**config.mk**
```make
export PLATFORM = sky130hd
export DESIGN_NAME = disp_event_flags_flat
export DESIGN_NICKNAME = d
export VERILOG_FILES = /design/src/rtl/disp_event_flags_if.sv /design/src/rtl/disp_event_flags.sv /design/src/flat_wrapper.sv
export SDC_FILE = /design/constraint.sdc
export NUM_CORES = 1
export LEC_CHECK = 0
export ABC_AREA = 1
export CAP_MARGIN = 20
export CELL_PAD_IN_SITES_DETAIL_PLACEMENT = 1
export CELL_PAD_IN_SITES_GLOBAL_PLACEMENT = 1
export CORE_UTILIZATION = 39
export CTS_CLUSTER_SIZE = 10
export DETAILED_ROUTE_END_ITERATION = 10
export PLACE_DENSITY = 0.88
export SYNTH_ARGS = -nofsm -noshare
export SYNTH_HDL_FRONTEND = slang
export SYNTH_SLANG_ARGS = --single-unit
export TNS_END_PERCENT = 100
```
**constraint.sdc**
```tcl
create_clock -name ACLK -period 3.9 [get_ports ACLK]
set_input_delay 0.975 -clock ACLK [delete_from_list [all_inputs] [get_ports ACLK]]
set_output_delay 0.975 -clock ACLK [all_outputs]
set_load 0.05 [all_outputs]
```
**src/rtl/disp_event_flags_if.sv**
```systemverilog
// ============================================================================
// Module   : disp_event_flags_if
// Brief    : Event inputs, CPU controls and flag/counter outputs of the
//            display event flag block.
// Revision : 1.0 - initial release
// ============================================================================
`default_nettype none

interface disp_event_flags_if #(
    parameter int NCH   = 2,
    parameter int CNT_W = 16
);
    logic [NCH-1:0]   EVT_IN;
    logic [NCH-1:0]   EDGE_SEL;
    logic [NCH-1:0]   IRQ_EN;
    logic [NCH-1:0]   CLR;
    logic             CNT_CLR;
    logic [NCH-1:0]   FLAG;
    logic [NCH-1:0]   OVRUN;
    logic             IRQ;
    logic [CNT_W-1:0] FRAME_CNT;

    // Master is the timing generator / register file side; slave is the flag block.
    modport master (
        output EVT_IN, EDGE_SEL, IRQ_EN, CLR, CNT_CLR,
        input  FLAG, OVRUN, IRQ, FRAME_CNT
    );

    modport slave (
        input  EVT_IN, EDGE_SEL, IRQ_EN, CLR, CNT_CLR,
        output FLAG, OVRUN, IRQ, FRAME_CNT
    );
endinterface

`default_nettype wire

```
**src/rtl/disp_event_flags.sv**
```systemverilog
// ============================================================================
// Module   : disp_event_flags
// Brief    : Multi-channel synchronised edge detector with sticky CPU-cleared
//            flags, overrun flags, combined IRQ and a channel-0 frame counter.
// Revision : 1.0 - initial release
// ============================================================================
`default_nettype none

module disp_event_flags #(
    parameter int NCH         = 2,
    parameter int SYNC_STAGES = 2,
    parameter int CNT_W       = 16
) (
    input  wire logic         ACLK,
    input  wire logic         ARESETN,
    disp_event_flags_if.slave bus
);

    logic [SYNC_STAGES:0] warm_q;
    logic                 w_warm;
    logic [NCH-1:0]       w_evt;

    logic [NCH-1:0]       flag_q;
    logic [NCH-1:0]       flag_d;
    logic [NCH-1:0]       ovrun_q;
    logic [NCH-1:0]       ovrun_d;
    logic                 irq_q;
    logic                 irq_d;
    logic [CNT_W-1:0]     cnt_q;
    logic [CNT_W-1:0]     cnt_d;

    // The chains reset to 0, so a high input would look like a rising edge
    // while they fill; events stay masked until the warm-up chain is full.
    always_ff @(posedge ACLK or negedge ARESETN) begin
        if (!ARESETN) begin
            warm_q <= '0;
        end else begin
            warm_q <= {warm_q[SYNC_STAGES-1:0], 1'b1};
        end
    end

    assign w_warm = warm_q[SYNC_STAGES];

    for (genvar i = 0; i < NCH; i++) begin : g_ch
        logic [SYNC_STAGES-1:0] sync_q;
        logic                   dly_q;
        logic                   w_rise;
        logic                   w_fall;

        always_ff @(posedge ACLK or negedge ARESETN) begin
            if (!ARESETN) begin
                sync_q <= '0;
                dly_q  <= 1'b0;
            end else begin
                sync_q <= {sync_q[SYNC_STAGES-2:0], bus.EVT_IN[i]};
                dly_q  <= sync_q[SYNC_STAGES-1];
            end
        end

        assign w_rise   =  sync_q[SYNC_STAGES-1] & ~dly_q;
        assign w_fall   = ~sync_q[SYNC_STAGES-1] &  dly_q;
        assign w_evt[i] = (bus.EDGE_SEL[i] ? w_rise : w_fall) & w_warm;
    end

    always_comb begin
        // A new event beats a simultaneous clear so no event is ever lost.
        flag_d  = w_evt | (flag_q & ~bus.CLR);
        ovrun_d = (w_evt & flag_q & ~bus.CLR) | (ovrun_q & ~bus.CLR);
        irq_d   = |(flag_q & bus.IRQ_EN);

        cnt_d = cnt_q;
        if (bus.CNT_CLR) begin
            cnt_d = w_evt[0] ? CNT_W'(1) : '0;
        end else if (w_evt[0]) begin
            cnt_d = cnt_q + CNT_W'(1);
        end
    end

    always_ff @(posedge ACLK or negedge ARESETN) begin
        if (!ARESETN) begin
            flag_q  <= '0;
            ovrun_q <= '0;
            irq_q   <= 1'b0;
            cnt_q   <= '0;
        end else begin
            flag_q  <= flag_d;
            ovrun_q <= ovrun_d;
            irq_q   <= irq_d;
            cnt_q   <= cnt_d;
        end
    end

    assign bus.FLAG      = flag_q;
    assign bus.OVRUN     = ovrun_q;
    assign bus.IRQ       = irq_q;
    assign bus.FRAME_CNT = cnt_q;

endmodule

`default_nettype wire

```
**src/flat_wrapper.sv**
```systemverilog
// flat-port wrapper written by rule: the top's interface ports become plain ports
module disp_event_flags_flat 
#(
    parameter int NCH         = 2,
    parameter int SYNC_STAGES = 2,
    parameter int CNT_W       = 16
)
  (ACLK, ARESETN, bus_EVT_IN, bus_EDGE_SEL, bus_IRQ_EN, bus_CLR, bus_CNT_CLR, bus_FLAG, bus_OVRUN, bus_IRQ, bus_FRAME_CNT);
  disp_event_flags_if #(.NCH(NCH), .CNT_W(CNT_W)) bus_i ();
  input  wire logic ACLK;
  input  wire logic ARESETN;
  input wire logic [$bits(bus_i.EVT_IN)-1:0] bus_EVT_IN;
  input wire logic [$bits(bus_i.EDGE_SEL)-1:0] bus_EDGE_SEL;
  input wire logic [$bits(bus_i.IRQ_EN)-1:0] bus_IRQ_EN;
  input wire logic [$bits(bus_i.CLR)-1:0] bus_CLR;
  input wire logic [$bits(bus_i.CNT_CLR)-1:0] bus_CNT_CLR;
  output wire logic [$bits(bus_i.FLAG)-1:0] bus_FLAG;
  output wire logic [$bits(bus_i.OVRUN)-1:0] bus_OVRUN;
  output wire logic [$bits(bus_i.IRQ)-1:0] bus_IRQ;
  output wire logic [$bits(bus_i.FRAME_CNT)-1:0] bus_FRAME_CNT;
  assign bus_i.EVT_IN = bus_EVT_IN;
  assign bus_i.EDGE_SEL = bus_EDGE_SEL;
  assign bus_i.IRQ_EN = bus_IRQ_EN;
  assign bus_i.CLR = bus_CLR;
  assign bus_i.CNT_CLR = bus_CNT_CLR;
  assign bus_FLAG = bus_i.FLAG;
  assign bus_OVRUN = bus_i.OVRUN;
  assign bus_IRQ = bus_i.IRQ;
  assign bus_FRAME_CNT = bus_i.FRAME_CNT;
  disp_event_flags #(.NCH(NCH), .SYNC_STAGES(SYNC_STAGES), .CNT_W(CNT_W)) u_core (.ACLK(ACLK), .ARESETN(ARESETN), .bus(bus_i));
endmodule
```
# ---- After elaboration in Yosys (flattened, before gate mapping)
# Index checks and enable logic that the tools add are counted.
dict set report word_totals {
  input_bits 11
  register_bits 30
}
dict set report op_classes {
  muxes 5
  n_bitwise 18
  add_sub_neg 1
  n_reduce_logical 2
}
# op count
set ops {}
lappend ops {{two-way mux 16 bit} 2}
lappend ops {{adder 16 x 1 -> 16 bit, second input constant} 1}
lappend ops {{bitwise AND 2 bit} 5}
lappend ops {{bitwise AND 1 bit} 6}
lappend ops {{inverter 1 bit} 4}
lappend ops {{bitwise OR 2 bit} 2}
lappend ops {{two-way mux 1 bit} 3}
lappend ops {{inverter 2 bit} 1}
lappend ops {{nonzero test 2 bit} 1}
lappend ops {{OR reduction 2 bit} 1}

# ---- Logic depth before layout (Yosys ltp)
dict set report logic_depth {
  depth_word 7
  depth_mapped 10
  ltp_nobuf 9
}

# ---- Worst setup path before layout
# No wires, ideal clock.
dict set report synth_path {
  path_kind {in2reg}
  start {input bus_EDGE_SEL[0]}
  end {register u_core.cnt_q[14], in the netlist u_core.bus.FRAME_CNT[14]}
  n_path_buf 0
  arrival_time_ns 1.601
  slack_ns 2.185
  setup_ns 0.114
  path_stages 8
  path_cell_list {inv_1 -> nand3_1 -> nand2_1 -> nand2_2 -> nor2_1 -> nand3_1 -> nand2_1 -> nor2_1}
}
dict set report synth_between {
  elab_chain_len 3
}
# item line
set synth_rtl {}
lappend synth_rtl {{start: declaration} flat_wrapper.sv:13} ;# input wire logic [$bits(bus_i.EDGE_SEL)-1:0] bus_EDGE_SEL;
lappend synth_rtl {{two-way mux 1 bit} disp_event_flags.sv:62} ;# assign w_evt[i] = (bus.EDGE_SEL[i] ? w_rise : w_fall) & w_warm;
lappend synth_rtl {{bitwise AND 1 bit} disp_event_flags.sv:62}
lappend synth_rtl {{nonzero test 2 bit (no line)} n/a}
lappend synth_rtl {{end signal: assignment} disp_event_flags.sv:89} ;# cnt_q <= cnt_d;
lappend synth_rtl {{end: declaration} disp_event_flags.sv:29} ;# logic [CNT_W-1:0] cnt_q;
# Every way passes these cells.
# A chain may end at the register's enable or synchronous reset.

# ---- Final worst setup path
dict set report layout_path {
  start {register u_core.cnt_q[11], in the netlist u_core.bus.FRAME_CNT[11]}
  end {output bus_FRAME_CNT[11]}
}
# item line
set layout_lines {}
lappend layout_lines {{end: declaration} flat_wrapper.sv:20} ;# output wire logic [$bits(bus_i.FRAME_CNT)-1:0] bus_FRAME_CNT;
# No word-level cell between the ends.

==> impl_metrics.tcl <==
set metrics [dict create \
    outcome "complete, no violations" \
    clkPwrFrac 0.495 \
    netlist_area_um2 1460 \
    insertion_delay_ns 0.28 \
    min_path_cells 0 \
    numCtsBuffers 5 \
    final_common_cell "nand2_1" \
    viasPerCell 5.31 \
    setup.worst_path.class "register to output pin" \
    arrival_ns 1.61 \
    post-cts-setup-buffers 0 \
    worstPathBufferInverterCount 1 \
    path_cells "clkdlybuf4s50_1" \
    yosysUniqueCellTypes 24 \
    cpMaxStageDelayCell "clkdlybuf4s50_1" \
    clk_pin_slew_ns 0.07 \
    skew_ns 0.00390 \
    grt_pass1_wl_um 7710 \
    rrSetupSlack_ns 2.33 \
    nets 227 \
    cts_tree "done" \
    dr.pass1.iters 4 \
    cts_buffer_depth 2 \
    powerDensity_nw_per_um2 405 \
    crit_cells 1 \
    hp-class "register to register" \
    finalHoldViolCount 0 \
    period_share 0.663 \
    fin_cells 262 \
    seq_area_frac_synth 0.515 \
    antennaDiodeCount 0 \
    wl_um 4400 \
    final_area_um2 1960 \
    start_util 0.420 \
    total_power_mw 0.795 \
    core_um2 3470 \
    hold_buffers 0 \
    fmax_mhz 387 \
    placed_cells 254 \
    max-slew-margin-rel 0.646 \
    ir_worst_vdd_uv 276 \
    finalSetupViolCount 0 \
    vias 1390 \
    io_pins 32 \
    fin_ws_ns 1.31 \
    fin_util 0.566 \
    grt_pass1_vias 1603 \
    die_x_um 63.1 \
    antenna_left 0 \
    gp_congestion 0.839 \
    finalSetupTns_ns 0 \
    cpPeakStageDelay_ns 0.85 \
    h-tree-depth 2 \
    startpoint_type "register" \
    leakagePower_nw 0.851 \
    place_area_um2 1820 \
    pwr-share-comb 0.091 \
    synthTopCellsByArea "dfrtp_1 52%, nand2_1 10%, inv_1 6.7%, nor2_1 5.2%, nand3_1 3.8%" \
    seq_power_share 0.414 \
    end_kind "output pin" \
    tightestPinTransition_ns 0.530 \
    root_buffer "clkbuf_8" \
    remaining_drc_errors 0 \
    synth-seq-cells 30 \
    fp-row-count 21 \
    p_int_mw 0.619 \
    fp.dieH_um 63.1 \
    cts_resized 0 \
    yosysWarnings 0 \
    dieArea_um2 3990 \
    path_max_fanout 6 \
    port_buffers 31 \
    synth_top_cell_by_area "dfrtp_1" \
    area_growth_pct 34.8 \
    holdWs_ns 0.354 \
    drt_iter0_drc 63 \
    multi_input_area_um2 598 \
    synth_area_per_cell_um2 8.19 \
    drive_above_1_share 0.102 \
    p_switching_mw 0.176 \
    preCtsSetupSlack_ns 1.21 \
    synth.top_cell.area_share 0.515 \
    grt_max_degree 31 \
    syn_nets 190 \
    crit_family "buffers and inverters" \
    n_fill_cell 419 \
    min_period_ns 2.59 \
    register_area_um2 751 \
    grt-ovfl-total 0 \
    drv_cap 0 \
    grt_use_total 0.257 \
    wl_per_cell_um 16.8 \
    slew_viol_final 0 \
    power_switching_share 0.222 \
    dpl.hpwl_um 3150 \
    syn_inst 178 \
    cts_sinks 30 \
    reg2reg_depth 8 \
    layout_common_cells "40 x nand2_1, 31 x clkdlybuf4s50_1, 30 x dfrtp_1" \
    required_ns 2.92 \
    rsz0062_at_grt "false" \
    grt_antenna_before_repair 0 \
]
[metal layers]
layer  GRT usage  vias up  part of all wire
li1            -      641                 -
met4       0.137        0             0.032
met1       0.264      691              0.40
met2       0.468       41              0.53
met5           0        -                 0
met3      0.0725       17             0.039
[flip-flops by register name, summed over array words and instances, names as in the netlist]
| register | cells |
|---|---|
| u_core.warm_q | 3 |
| u_core.g_ch.dly_q | 2 |
| u_core.bus.IRQ | 1 |
| u_core.bus.OVRUN | 2 |
| u_core.bus.FRAME_CNT | 16 |
| u_core.g_ch.sync_q | 4 |
| u_core.bus.FLAG | 2 |
[final timing paths]
kind | startpoint | to
setup / recovery | u_core.bus.FRAME_CNT[11]$_DFFE_PN0P_ | bus_FRAME_CNT[11]
hold / removal | u_core.warm_q[0]$_DFF_PN0_ | u_core.warm_q[1]$_DFF_PN0_
setup reg to reg | u_core.bus.FRAME_CNT[0]$_DFFE_PN0P_ | u_core.bus.FRAME_CNT[14]$_DFFE_PN0P_
hold reg to reg | u_core.warm_q[0]$_DFF_PN0_ | u_core.warm_q[1]$_DFF_PN0_
max in group asynchronous | ARESETN | u_core.bus.FRAME_CNT[15]$_DFFE_PN0P_
min in group asynchronous | ARESETN | u_core.g_ch[0].sync_q[1]$_DFF_PN0_
[synthesized netlist by cell type, drive strengths merged]
cell    instances
buf             2
nand2          43
conb            1
nand3          13
nor2           27
inv            26
nor3b           1
o21ba           1
dfrtp          30
ha              1
o21bai          2
a22o            1
nor3            4
a21oi           9
nand3b          1
nand4           7
o22ai           1
o21ai           8
[kinds of logic (layout without fill, tap and decap cells)]
group / after synthesis / after routing / synth area share
AND/OR/NAND/NOR: 96 / 96 / 0.313
flip-flops: 30 / 30 / 0.515
buffers and inverters: 28 / 66 / 0.0747
AO/OA/AOI/OAI: 22 / 22 / 0.0858
adder cells (fa/ha/maj): 1 / 1 / 0.00858
other: 1 / 1 / 0.00257
[layout make-up]
type | count | area share
clock inverter | 2 | 0.0306
clock buffer | 6 | 0.0420
inverter | 26 | 0.0497
sequential | 30 | 0.382
timing repair buffer | 32 | 0.162
tap | 46 | 0.0293
multi-input combinational | 120 | 0.304
[power by group through the flow]
stage / Clock (mW) / Sequential (mW) / Combinational (mW)
2_1_floorplan: 0 / 0.351 / 0.0190
3_3_place_gp: 0 / 0.333 / 0.0683
3_5_place_dp: 0 / 0.335 / 0.0723
4_1_cts: 0.401 / 0.329 / 0.0728
5_1_grt: 0.416 / 0.330 / 0.0782
6_report: 0.394 / 0.329 / 0.0721
[worst reg2reg max path: cells and delay by family, from the launching register on]
family | cells | cell delay (ns)
adder cells (fa/ha/maj) | 1 | 0.25
flip-flops | 1 | 0.46
AND/OR/NAND/NOR | 7 | 0.76
Power figures use the tool's default switching activity.
